--- src/rtl/digit_glyph_decoder.sv ---
// Incremental 5x5 digit glyph recogniser: one row per accepted beat narrows a candidate mask.
// Optional macro DIGIT_DECODE_SOF_EN adds a row_sof input that reframes glyphs on a start-of-frame flag.
module digit_glyph_decoder (
  input  logic       clk,
  input  logic       reset,
  input  logic [4:0] row_in,
  input  logic       row_valid,
  output logic       row_ready,
`ifdef DIGIT_DECODE_SOF_EN
  input  logic       row_sof,
`endif
  output logic       result_valid,
  input  logic       result_ready,
  output logic [3:0] digit,
  output logic       match
);

  typedef enum logic {COLLECT, RESULT} state_t;

  localparam logic [4:0] FONT [10][5] = '{
    '{5'h1F, 5'h11, 5'h11, 5'h11, 5'h1F},
    '{5'h0C, 5'h04, 5'h04, 5'h04, 5'h1F},
    '{5'h1F, 5'h01, 5'h1F, 5'h10, 5'h1F},
    '{5'h1F, 5'h01, 5'h1F, 5'h01, 5'h1F},
    '{5'h11, 5'h11, 5'h1F, 5'h01, 5'h01},
    '{5'h1F, 5'h10, 5'h1F, 5'h01, 5'h1F},
    '{5'h1F, 5'h10, 5'h1F, 5'h11, 5'h1F},
    '{5'h1F, 5'h01, 5'h01, 5'h01, 5'h01},
    '{5'h1F, 5'h11, 5'h1F, 5'h11, 5'h1F},
    '{5'h1F, 5'h11, 5'h1F, 5'h01, 5'h1F}
  };

  state_t     state_q, state_d;
  logic [9:0] cand_q, cand_d;
  logic [2:0] row_idx_q, row_idx_d;
  logic [3:0] digit_q, digit_d;
  logic       match_q, match_d;

  logic [9:0] base_cand;
  logic [2:0] base_idx;
  logic       take_row;
  logic [9:0] row_hit;
  logic [9:0] filt;
  logic [3:0] found_digit;
  logic       found_match;

  // Framing: a start-of-frame row rewinds to row 0 before filtering.
  always_comb begin
    base_cand = cand_q;
    base_idx  = row_idx_q;
    take_row  = (state_q == COLLECT) && row_valid;
`ifdef DIGIT_DECODE_SOF_EN
    if (row_sof) begin
      base_cand = 10'h3FF;
      base_idx  = 3'd0;
    end else if (row_idx_q == 3'd0) begin
      take_row = 1'b0;
    end
`endif
  end

  genvar gi;
  generate
    for (gi = 0; gi < 10; gi++) begin : g_hit
      assign row_hit[gi] = (FONT[gi][base_idx] == row_in);
    end
  endgenerate

  assign filt = base_cand & row_hit;

  // Glyphs are pairwise distinct, so at most one bit survives all five rows.
  always_comb begin
    found_digit = 4'hF;
    found_match = 1'b0;
    for (int d = 0; d < 10; d++) begin
      if (filt[d]) begin
        found_digit = 4'(d);
        found_match = 1'b1;
      end
    end
  end

  always_comb begin
    state_d   = state_q;
    cand_d    = cand_q;
    row_idx_d = row_idx_q;
    digit_d   = digit_q;
    match_d   = match_q;
    case (state_q)
      COLLECT: begin
        if (take_row) begin
          cand_d = filt;
          if (base_idx == 3'd4) begin
            state_d = RESULT;
            digit_d = found_digit;
            match_d = found_match;
          end else begin
            row_idx_d = base_idx + 3'd1;
          end
        end
      end
      RESULT: begin
        if (result_ready) begin
          state_d   = COLLECT;
          cand_d    = 10'h3FF;
          row_idx_d = 3'd0;
        end
      end
      default: state_d = COLLECT;
    endcase
  end

  always_ff @(posedge clk or negedge reset) begin
    if (!reset) begin
      state_q   <= COLLECT;
      cand_q    <= 10'h3FF;
      row_idx_q <= 3'd0;
      digit_q   <= 4'h0;
      match_q   <= 1'b0;
    end else begin
      state_q   <= state_d;
      cand_q    <= cand_d;
      row_idx_q <= row_idx_d;
      digit_q   <= digit_d;
      match_q   <= match_d;
    end
  end

  assign row_ready    = (state_q == COLLECT);
  assign result_valid = (state_q == RESULT);
  assign digit        = digit_q;
  assign match        = match_q;

endmodule

--- config.mk ---
export PLATFORM = sky130hd
export DESIGN_NAME = digit_glyph_decoder
export DESIGN_NICKNAME = d
export VERILOG_FILES = /design/src/rtl/digit_glyph_decoder.sv
export SDC_FILE = /design/constraint.sdc
export NUM_CORES = 1
export LEC_CHECK = 0
export ABC_AREA = 1
export ABC_CLOCK_PERIOD_IN_PS = 4300
export BUFFER_PORTS_ARGS = -buffer_cell sky130_fd_sc_hd__buf_4
export CAP_MARGIN = 20
export CORE_MARGIN = 1.5
export CORE_UTILIZATION = 61
export DETAILED_ROUTE_END_ITERATION = 10
export GPL_TIMING_DRIVEN = 0
export PLACE_DENSITY = 0.87
export SLEW_MARGIN = 20
export SYNTH_ARGS = -nofsm -noshare
export SYNTH_HDL_FRONTEND = slang
export SYNTH_SLANG_ARGS = --single-unit
--- constraint.sdc ---
create_clock -name clk -period 4.3 [get_ports clk]
set_input_delay 0.86 -clock clk [delete_from_list [all_inputs] [get_ports clk]]
set_output_delay 0.86 -clock clk [all_outputs]
set_load 0.1 [all_outputs]
==> results of run 1 <==
-- through the flow --
step / area, µm² / power [mW] / instances / hold WS [ps] / worst slack (ps)
final: 1440 / 0.988 / 214 / 404 / 2340
after global routing: 1440 / 1.05 / 214 / 419 / 2190
after CTS: 1440 / 0.989 / 214 / 420 / 2340
after detailed placement: 1410 / 0.896 / 210 / 499 / 2090
after global placement: 1410 / 0.871 / 210 / 468 / 2140
after floorplan: 1280 / 0.770 / 170 / 472 / 1730
-- kinds of logic (layout without fill, tap and decap cells) --
kind of cell    after synthesis  count (layout)  share of synthesized area, %
compound gates               33              33                          16.0
flops                        19              19                          38.1
xor+xnor                      2               2                          1.95
fa+ha+maj                     6               6                          5.86
buf+inv                      28              45                          9.37
simple gates                 82              82                          28.7
-- routing by layer --
layer / vias up / share of wire (%)
met5: - / 0
met4: 0 / 1.0
met3: 4 / 4.6
met2: 31 / 48
met1: 522 / 46
li1: 582 / -
-- placed cells by master (no fill, tap or decap) --
master / synthesis / final
clkbuf_4: 0 / 3
xnor2_1: 1 / 1
nor2_1: 14 / 14
nor2_2: 2 / 2
ha_1: 6 / 6
a22oi_1: 3 / 3
nand2_1: 48 / 48
nor3_1: 1 / 1
inv_1: 21 / 21
xor2_2: 1 / 1
clkinv_2: 0 / 1
buf_4: 2 / 15
buf_6: 1 / 1
o22ai_2: 1 / 1
o2111ai_2: 1 / 1
o21bai_1: 1 / 1
nand2_2: 1 / 1
nor2_4: 1 / 1
inv_2: 3 / 3
o22ai_1: 1 / 1
dfrtp_1: 9 / 9
o21ai_2: 1 / 1
clkbuf_1: 1 / 1
dfstp_2: 10 / 10
nand3_2: 5 / 5
o21ai_1: 1 / 1
a21oi_1: 10 / 10
o21ai_0: 12 / 12
a21oi_2: 2 / 2
nand3_1: 10 / 10
-- where the power goes --
part	total, mW	internal, mW	switching (mW)
Combinational	0.573	0.158	0.415
Clock	0.0939	0.0348	0.0591
Sequential	0.321	0.271	0.0501
Total	0.988	0.464	0.525
-- worst paths after layout --
path,start,to,slack (ps),depth (start not counted)
max in group asynchronous,reset,base_cand[5]$_DFFE_PN1P_,3620,1
min,reset,base_idx[2]$_DFFE_PN0P_,400,1
max,result_valid$_DFF_PN0_,row_ready,2340,2
min in group clk,base_cand[5]$_DFFE_PN1P_,base_cand[5]$_DFFE_PN1P_,510,2
min reg2reg,base_cand[5]$_DFFE_PN1P_,base_cand[5]$_DFFE_PN1P_,510,2
max reg2reg,base_idx[0]$_DFFE_PN0P_,digit[2]$_DFFE_PN0P_,2360,12
-- critical path, stage by stage, from the launching register on --
cell and delay [ps]:
dfrtp_1 410, inv_1 90, buf_4 290
-- flip-flops by register name, indices dropped and copies added, names as in the netlist --
| name | flops |
|---|---|
| match | 1 |
| digit | 4 |
| base_cand | 10 |
| result_valid | 1 |
| base_idx | 3 |
-- area by class of cell --
class                      instances  area share, %
buffer                             4           2.09
clock buffer                       3           1.56
clock inverter                     1          0.348
inverter                          24           6.26
multi-input combinational        123           46.7
sequential                        19           33.9
tap                               27           2.35
timing repair buffer              13           6.78
==> reports/qor.yml, run 1 <==
finish:
  nFillCells: 164
  nNetsFinal: 203
  register_area_um2: 488
  n_antenna_cell: 0
  drive_gt1_share_pct: 25.7
  area_delta_synth_final_pct: 12.4
  fin_util_pct: 73.4
  multi_input_area_um2: 673
detailed_routing:
  post_drt_via_cell_ratio: 5.32
  vias: 1139
  first_iter_violations: 31
  post_drt_wl_per_cell_um: 12.9
  wl_um: 2770
  ant_nets: 0
  drcViolationCount: 0
  dr.pass1.iters: 5
synth:
  yosysMostFrequentCell: "nand2_1"
  syn_nets: 185
  synthTopCellsByCount: "nand2_1, inv_1, nor2_1"
  ys.flop_type: "dfstp_2"
  yosys.area.top_type: "dfstp_2"
  yosysUniqueCellTypes: 28
  synth_top_area_share_pct: 20.5
  synth.cell_area_um2: 1280
  synth-seq-cells: 19
  synth_edf_count: 0
  synth_cells: 170
  synth_area_leaders: "dfstp_2, dfrtp_1, nand2_1, inv_1, ha_1"
  avgSynthCellArea_um2: 7.54
  async_reset_ff_share_pct: 100
  seq_area_frac_synth_pct: 38.1
  ys_warn_count: 0
timing:
  slew_viol_final: 0
  setup_violations: 0
  slew_headroom_pct: 74.5
  rsz0062_at_grt: "false"
  period_share_pct: 45.6
  hold_violations: 0
  tns_ps: 0
  worstMarginPinSlew_ps: 383
  clock_skew_ps: 2.60
  finalCriticalPeriod_ps: 1960
  clock.fmax_mhz: 510
cts:
  clock_latency_ps: 310
  h-tree-depth: 1
  numClockSinks: 19
  ctsHoldBuffers: 0
  cts.path.max_buffers: 2
  cts_buffers: 3
  cts_root_buffer: "clkbuf_4"
  postCtsSetupBuffers: 0
  cts_tree: "done"
  path_clk_slew_ps: 110
  cts_resized: 0
global_routing:
  grt_pass1_wl_um: 4620
  grt_max_degree: 20
  use_met1_pct: 33.1
  met3_usage_pct: 3.07
  grt_pass1_vias: 1079
  met2_usage_pct: 43.8
  antenna_found_initial: 0
  overflow: 0
  top_usage_layer: "met2"
  grtUsageTotal_pct: 25.0
floorplanning:
  coreArea_um2: 1960
  die_area_um2: 2380
  die_h_um: 48.8
  start_util_pct: 65.3
  die_w_um: 48.8
  num_rows: 16
  pin_count: 16
placed_design:
  io_buffers: 13
  hpwlAfterDp_um: 2130
  place_congestion: 0.934
critical_path:
  path_class: "flop to primary output"
  start_kind: "flop"
  critPathRequiredTime_ps: 3440
  cp.arrival_ps: 1100
  end_kind: "primary output"
  cp_max_fo: 3
power:
  ir_drop_v: 0.000478
  cellPowerDensity_nw_per_um2: 686
  p_leak_nw: 0.742
hold_path:
  hold_class: "input pin to async pin"
status:
  status: "finished clean"
job:
  max-cap-violations: 0
(Power assumes the default switching activity.)
==> run 2: changes to the inputs <==
ABC_CLOCK_PERIOD_IN_PS = 1700   (was 4300)
CORE_ASPECT_RATIO = 1.75   (was unset)
CORE_UTILIZATION = 51   (was 61)
PLACE_DENSITY = 0.78   (was 0.87)
clock period = 1.7 ns   (was 4.3 ns; I/O delays follow)
==> reports/qor.yml, run 2 (synthesis results as in run 1) <==
power:
  totalPowerFinal_mw: 2.96  # +200%
  p_leak_nw: 0.811  # +9.3%
  ir_drop_v: 0.00155  # +220%
  cellPowerDensity_nw_per_um2: 1750  # +160%
timing:
  tns_ps: -87.2  # -87.2 ps
  hold_slack_ps: 271  # -134 ps
  finalCriticalPeriod_ps: 1770
  clock.fmax_mhz: 565
  clock_skew_ps: 3.71  # +1.11 ps
  hold_violations: 0  # unchanged
  slew_viol_final: 0  # unchanged
  rsz0062_at_grt: "true"
  slew_headroom_pct: 73.8  # -0.64 points
  period_share_pct: 104
  setup_violations: 3  # +3
  setup_ws_ps: -71.4  # -2410 ps
  worstMarginPinSlew_ps: 393  # +9.65 ps
placed_design:
  place_ws_ps: -229  # -2320 ps
  hpwlAfterDp_um: 2270  # +6.2%
  io_buffers: 13  # unchanged
  place_congestion: 0.836  # -11%
global_routing:
  overflow: 0  # unchanged
  grt_pass1_wl_um: 5240  # +13%
  antenna_found_initial: 0  # unchanged
  grt_max_degree: 20  # unchanged
  grt_pass1_vias: 1269  # +18%
  grtUsageTotal_pct: 26.2  # +1.2 points
critical_path:
  start_kind: "flop"
  path_class: "flop to flop"
  end_kind: "flop"
  critPathRequiredTime_ps: 1840  # -1600 ps
  ff2ff_setup_slack_ps: -70  # -2430 ps
  cp_max_fo: 5  # +2
  cp.arrival_ps: 1920  # +820 ps
floorplanning:
  num_rows: 23  # +7
  coreArea_um2: 2330  # +19%
  die_w_um: 40.9  # -16%
  die_h_um: 69.3  # +42%
  die_area_um2: 2830  # +19%
  start_util_pct: 55.0  # -10 points
  pin_count: 16  # unchanged
detailed_routing:
  vias: 1217  # +6.8%
  post_drt_wl_per_cell_um: 14.3  # +11%
  post_drt_via_cell_ratio: 5.43  # +2.1%
  first_iter_violations: 57  # +84%
  wl_um: 3210  # +16%
  drcViolationCount: 0  # unchanged
  ant_nets: 0  # unchanged
  dr.pass1.iters: 4  # -1
cts:
  cts.path.max_buffers: 2  # unchanged
  path_clk_slew_ps: 70  # -40 ps
  cts_tree: "done"
  h-tree-depth: 1  # unchanged
  cts_buffers: 3  # unchanged
  cts_root_buffer: "clkbuf_8"
  clock_latency_ps: 250  # -60 ps
  numClockSinks: 19  # unchanged
finish:
  mostFrequentLayoutCells: "nand2_1, buf_4, inv_1, o21ai_0"
  n_antenna_cell: 0  # unchanged
  final_common_cell: "nand2_1"
  register_area_um2: 493  # +1.0%
  nNetsFinal: 215  # +5.9%
  multi_input_area_um2: 785  # +17%
  drive_gt1_share_pct: 44.7  # +19 points
  nFillCells: 168  # +2.4%
  largest_reg_flops: 10  # unchanged
  area_delta_synth_final_pct: 31.7
  fin_util_pct: 72.4  # -1.0 points
status:
  violations: "negative setup slack"
  status: "complete, but fails checks"
job:
  max-cap-violations: 0  # unchanged
hold_path:
  hold_class: "input pin to flop"
[run 2: timing repair]
action,4_1_cts,5_1_grt
hold endpoints to repair,9,0
buffers inserted,7,4
pin swaps,9,8
resized for setup,14,20
gates cloned,0,0
hold buffers,1,0
setup endpoints to repair,5,5
[run 2: final cells by class]
| cell class | instances | share of cell area (%) |
|---|---|---|
| sequential | 19 | 29.2 |
| tap | 25 | 1.85 |
| timing repair buffer | 25 | 12.0 |
| buffer | 4 | 2.00 |
| clock buffer | 3 | 2.45 |
| inverter | 24 | 5.71 |
| multi-input combinational | 123 | 46.5 |
| clock inverter | 1 | 0.297 |
[run 2: per-stage QoR]
| stage | cell area [µm²] | instances |
|---|---|---|
| 6_report | 1690 | 224 |
| 5_1_grt | 1690 | 224 |
| 4_1_cts | 1580 | 220 |
| 3_5_place_dp | 1420 | 208 |
| 3_3_place_gp | 1420 | 208 |
| 2_1_floorplan | 1290 | 170 |
[run 2: metal layers]
layer / vias up / global-route usage (%) / part of all wire (%) / wire length, µm
li1: 602 / - / - / -
met1: 585 / 30.0 / 37 / 1180
met2: 25 / 45.7 / 60 / 1910
met3: 5 / 1.92 / 2.1 / 67
met4: 0 / 10.4 / 1.5 / 48
met5: - / 0 / 0 / 0
[run 2: worst paths after layout]
path,from,end,cells past startpoint
setup / recovery,base_idx[2]$_DFFE_PN0P_,digit[0]$_DFFE_PN0P_,16
hold / removal,result_ready,result_valid$_DFF_PN0_,2
setup reg to reg,base_idx[2]$_DFFE_PN0P_,digit[0]$_DFFE_PN0P_,16
hold reg to reg,digit[1]$_DFFE_PN0P_,digit[1]$_DFFE_PN0P_,2
max in group asynchronous,reset,base_cand[1]$_DFFE_PN1P_,2
min in group asynchronous,reset,digit[0]$_DFFE_PN0P_,2
[run 2: where the power goes]
| group | switching [mW] | leakage (nW) | internal, mW |
|---|---|---|---|
| Sequential | 0.131 | 0.207 | 0.695 |
| Clock | 0.143 | 0.0255 | 0.163 |
| Combinational | 1.20 | 0.578 | 0.619 |
[run 2: worst max-delay path, stage by stage (launching register included)]
cell and delay, ps:
dfrtp_1 390, inv_2 100, buf_8 130, ha_4 160, nor2_2 40, nor2_1 80
nand2_1 50, nor2_1 120, nand2_2 100, nand2_1 90, nand2_1 50, nand2_1 60
nand2_1 60, nand2_1 50, nand2_1 50, nand2_1 70, a21oi_2 60
==> run 3: changes to the inputs <==
PLACE_DENSITY = 0.74   (was 0.78)
==> reports/qor.yml, run 3 (synthesis results as in run 1) <==
status:
  status: "complete, but fails checks"
  violations: "negative setup slack"
placed_design:
  io_buffers: 13  # unchanged
  place_ws_ps: -200  # +28.9 ps
  hpwlAfterDp_um: 2190  # -3.3%
  dp.cells: 208  # unchanged
  place_area_um2: 1420  # unchanged
  place_congestion: 0.819  # -2.1%
timing:
  clock.fmax_mhz: 563  # -0.19%
  slew_headroom_pct: 72.5  # -1.3 points
  worstMarginPinSlew_ps: 412  # +19.2 ps
  period_share_pct: 104  # +0.20 points
  rsz0062_at_grt: "true"
  finalCriticalPeriod_ps: 1770  # +3.33 ps
  tns_ps: -197  # -110 ps
  slew_viol_final: 0  # unchanged
  setup_ws_ps: -74.7  # -3.33 ps
  setup_violations: 5  # +2
  hold_violations: 0  # unchanged
  clock_skew_ps: 5.62  # +1.92 ps
cts:
  clock_latency_ps: 250  # about the same
  numClockSinks: 19  # unchanged
  cts_root_buffer: "clkbuf_8"
  path_clk_slew_ps: 70  # about the same
  cts.path.max_buffers: 2  # unchanged
  cts_buffers: 3  # unchanged
  cts_tree: "done"
  h-tree-depth: 1  # unchanged
floorplanning:
  pin_count: 16  # unchanged
  start_util_pct: 55.0  # unchanged
  num_rows: 23  # unchanged
  die_h_um: 69.3  # unchanged
  coreArea_um2: 2330  # unchanged
  die_w_um: 40.9  # unchanged
  die_area_um2: 2830  # unchanged
finish:
  n_antenna_cell: 0  # unchanged
  nFillCells: 173  # +3.0%
  largest_reg_flops: 10  # unchanged
  final_area_um2: 1800  # +6.8%
  instances_no_fill: 231  # +3.1%
  mostFrequentLayoutCells: "nand2_1, buf_4, inv_1, nand2_2, dfstp_2"
  final_common_cell: "nand2_1"
  area_delta_synth_final_pct: 40.7
  nNetsFinal: 222  # +3.3%
  drive_gt1_share_pct: 51.5  # +6.7 points
critical_path:
  path_class: "flop to flop"
  slowest_stage: "dfrtp_1"
  cp_max_fo: 3  # -2
  reg2reg_to: "match$_DFFE_PN0P_"
  crit_start: "base_idx[1]$_DFFE_PN0P_"
  r2r_cells: 13  # -3
  slowest_delay_ps: 440  # +50 ps
  ff2ff_setup_slack_ps: -70  # about the same
  end_kind: "flop"
  path_cells: "inv_2, ha_4, inv_4, nand2_2, a21oi_1, nor2_2, buf_4, inv_4, nand2_4, nor2_4, nand2_2, o22ai_2, inv_2"
  critPathRequiredTime_ps: 1840  # about the same
  cp.arrival_ps: 1920  # about the same
  start_kind: "flop"
  timing.rr.start: "base_idx[1]$_DFFE_PN0P_"
power:
  totalPowerFinal_mw: 3.04  # +2.9%
  ir_drop_v: 0.00144  # -7.2%
  cellPowerDensity_nw_per_um2: 1690  # -3.6%
  p_leak_nw: 0.860  # +6.1%
detailed_routing:
  drcViolationCount: 0  # unchanged
  post_drt_wl_per_cell_um: 14.1  # -1.3%
  ant_nets: 0  # unchanged
  post_drt_via_cell_ratio: 5.33  # -1.9%
  first_iter_violations: 35  # -39%
  wl_um: 3270  # +1.7%
  dr.pass1.iters: 4  # unchanged
  vias: 1231  # +1.2%
hold_path:
  hold_class: "input pin to flop"
  hold_path_depth: 2  # unchanged
  min_to: "result_valid$_DFF_PN0_"
  min_from: "result_ready"
job:
  max-cap-violations: 0  # unchanged
global_routing:
  overflow: 0  # unchanged
  grt_max_degree: 20  # unchanged
  grt_pass1_wl_um: 4890  # -6.7%
  grtUsageTotal_pct: 24.0  # -2.2 points
  antenna_found_initial: 0  # unchanged
  grt_pass1_vias: 1205  # -5.0%
==> run 3: changes by cell type in the layout (fill, tap and decap cells not counted), sizes merged <==
cell    delta
clkbuf     +1
clkinv     -1
buf        +7
==> run 3: worst max-delay path by stage <==
stage                                      end  cells past startpoint
after floorplan           digit[1]$_DFFE_PN0P_                      9
after global placement       match$_DFFE_PN0P_                     10
after detailed placement     match$_DFFE_PN0P_                      9
after CTS                 digit[0]$_DFFE_PN0P_                     15
after global routing      digit[0]$_DFFE_PN0P_                     15
final                        match$_DFFE_PN0P_                     13
==> run 3: critical path: cells and delay by family, from the launching register on <==
family | cells | cell delay, ps
simple gates | 5 | 360
buf+inv | 5 | 410
fa+ha+maj | 1 | 190
compound gates | 2 | 270
flops | 1 | 440
==> run 3: power by group <==
| group | switching, mW | internal (mW) |
|---|---|---|
| Combinational | 1.24 | 0.657 |
| Clock | 0.141 | 0.166 |
| Sequential | 0.139 | 0.696 |
==> run 3: timing repair <==
item                                    4_1_cts  5_1_grt
endpoints found under the setup margin        5        6
pin swaps                                     5       20
setup buffers                                10        8
hold endpoints to repair                      9        0
gates resized for setup                      13       42
hold buffers                                  1        0
cloned                                        0        0
==> run 3: layer usage <==
metal	up-vias	routed length, µm	track usage (%)
met1	594	1260	26.6
met4	0	31	8.15
met2	22	1910	42.7
met3	4	63	2.56
met5	-	0	0
li1	611	-	-
==> run 3: per-stage QoR <==
stage                     hold WS (ps)  utilization, %
after floorplan                   44.4               -
after global placement             221            61.0
after detailed placement           225            61.0
after CTS                          276            68.1
after global routing               299            77.3
final                              278            77.3
==> run 3: cell type report <==
type                       instances  area (µm²)  share of cell area, %
tap                               25        31.3                   1.73
buffer                             4        33.8                   1.87
inverter                          24        98.8                   5.48
sequential                        19         493                   27.3
multi-input combinational        123         847                   47.0
timing repair buffer              32         254                   14.1
clock buffer                       4        45.0                   2.50
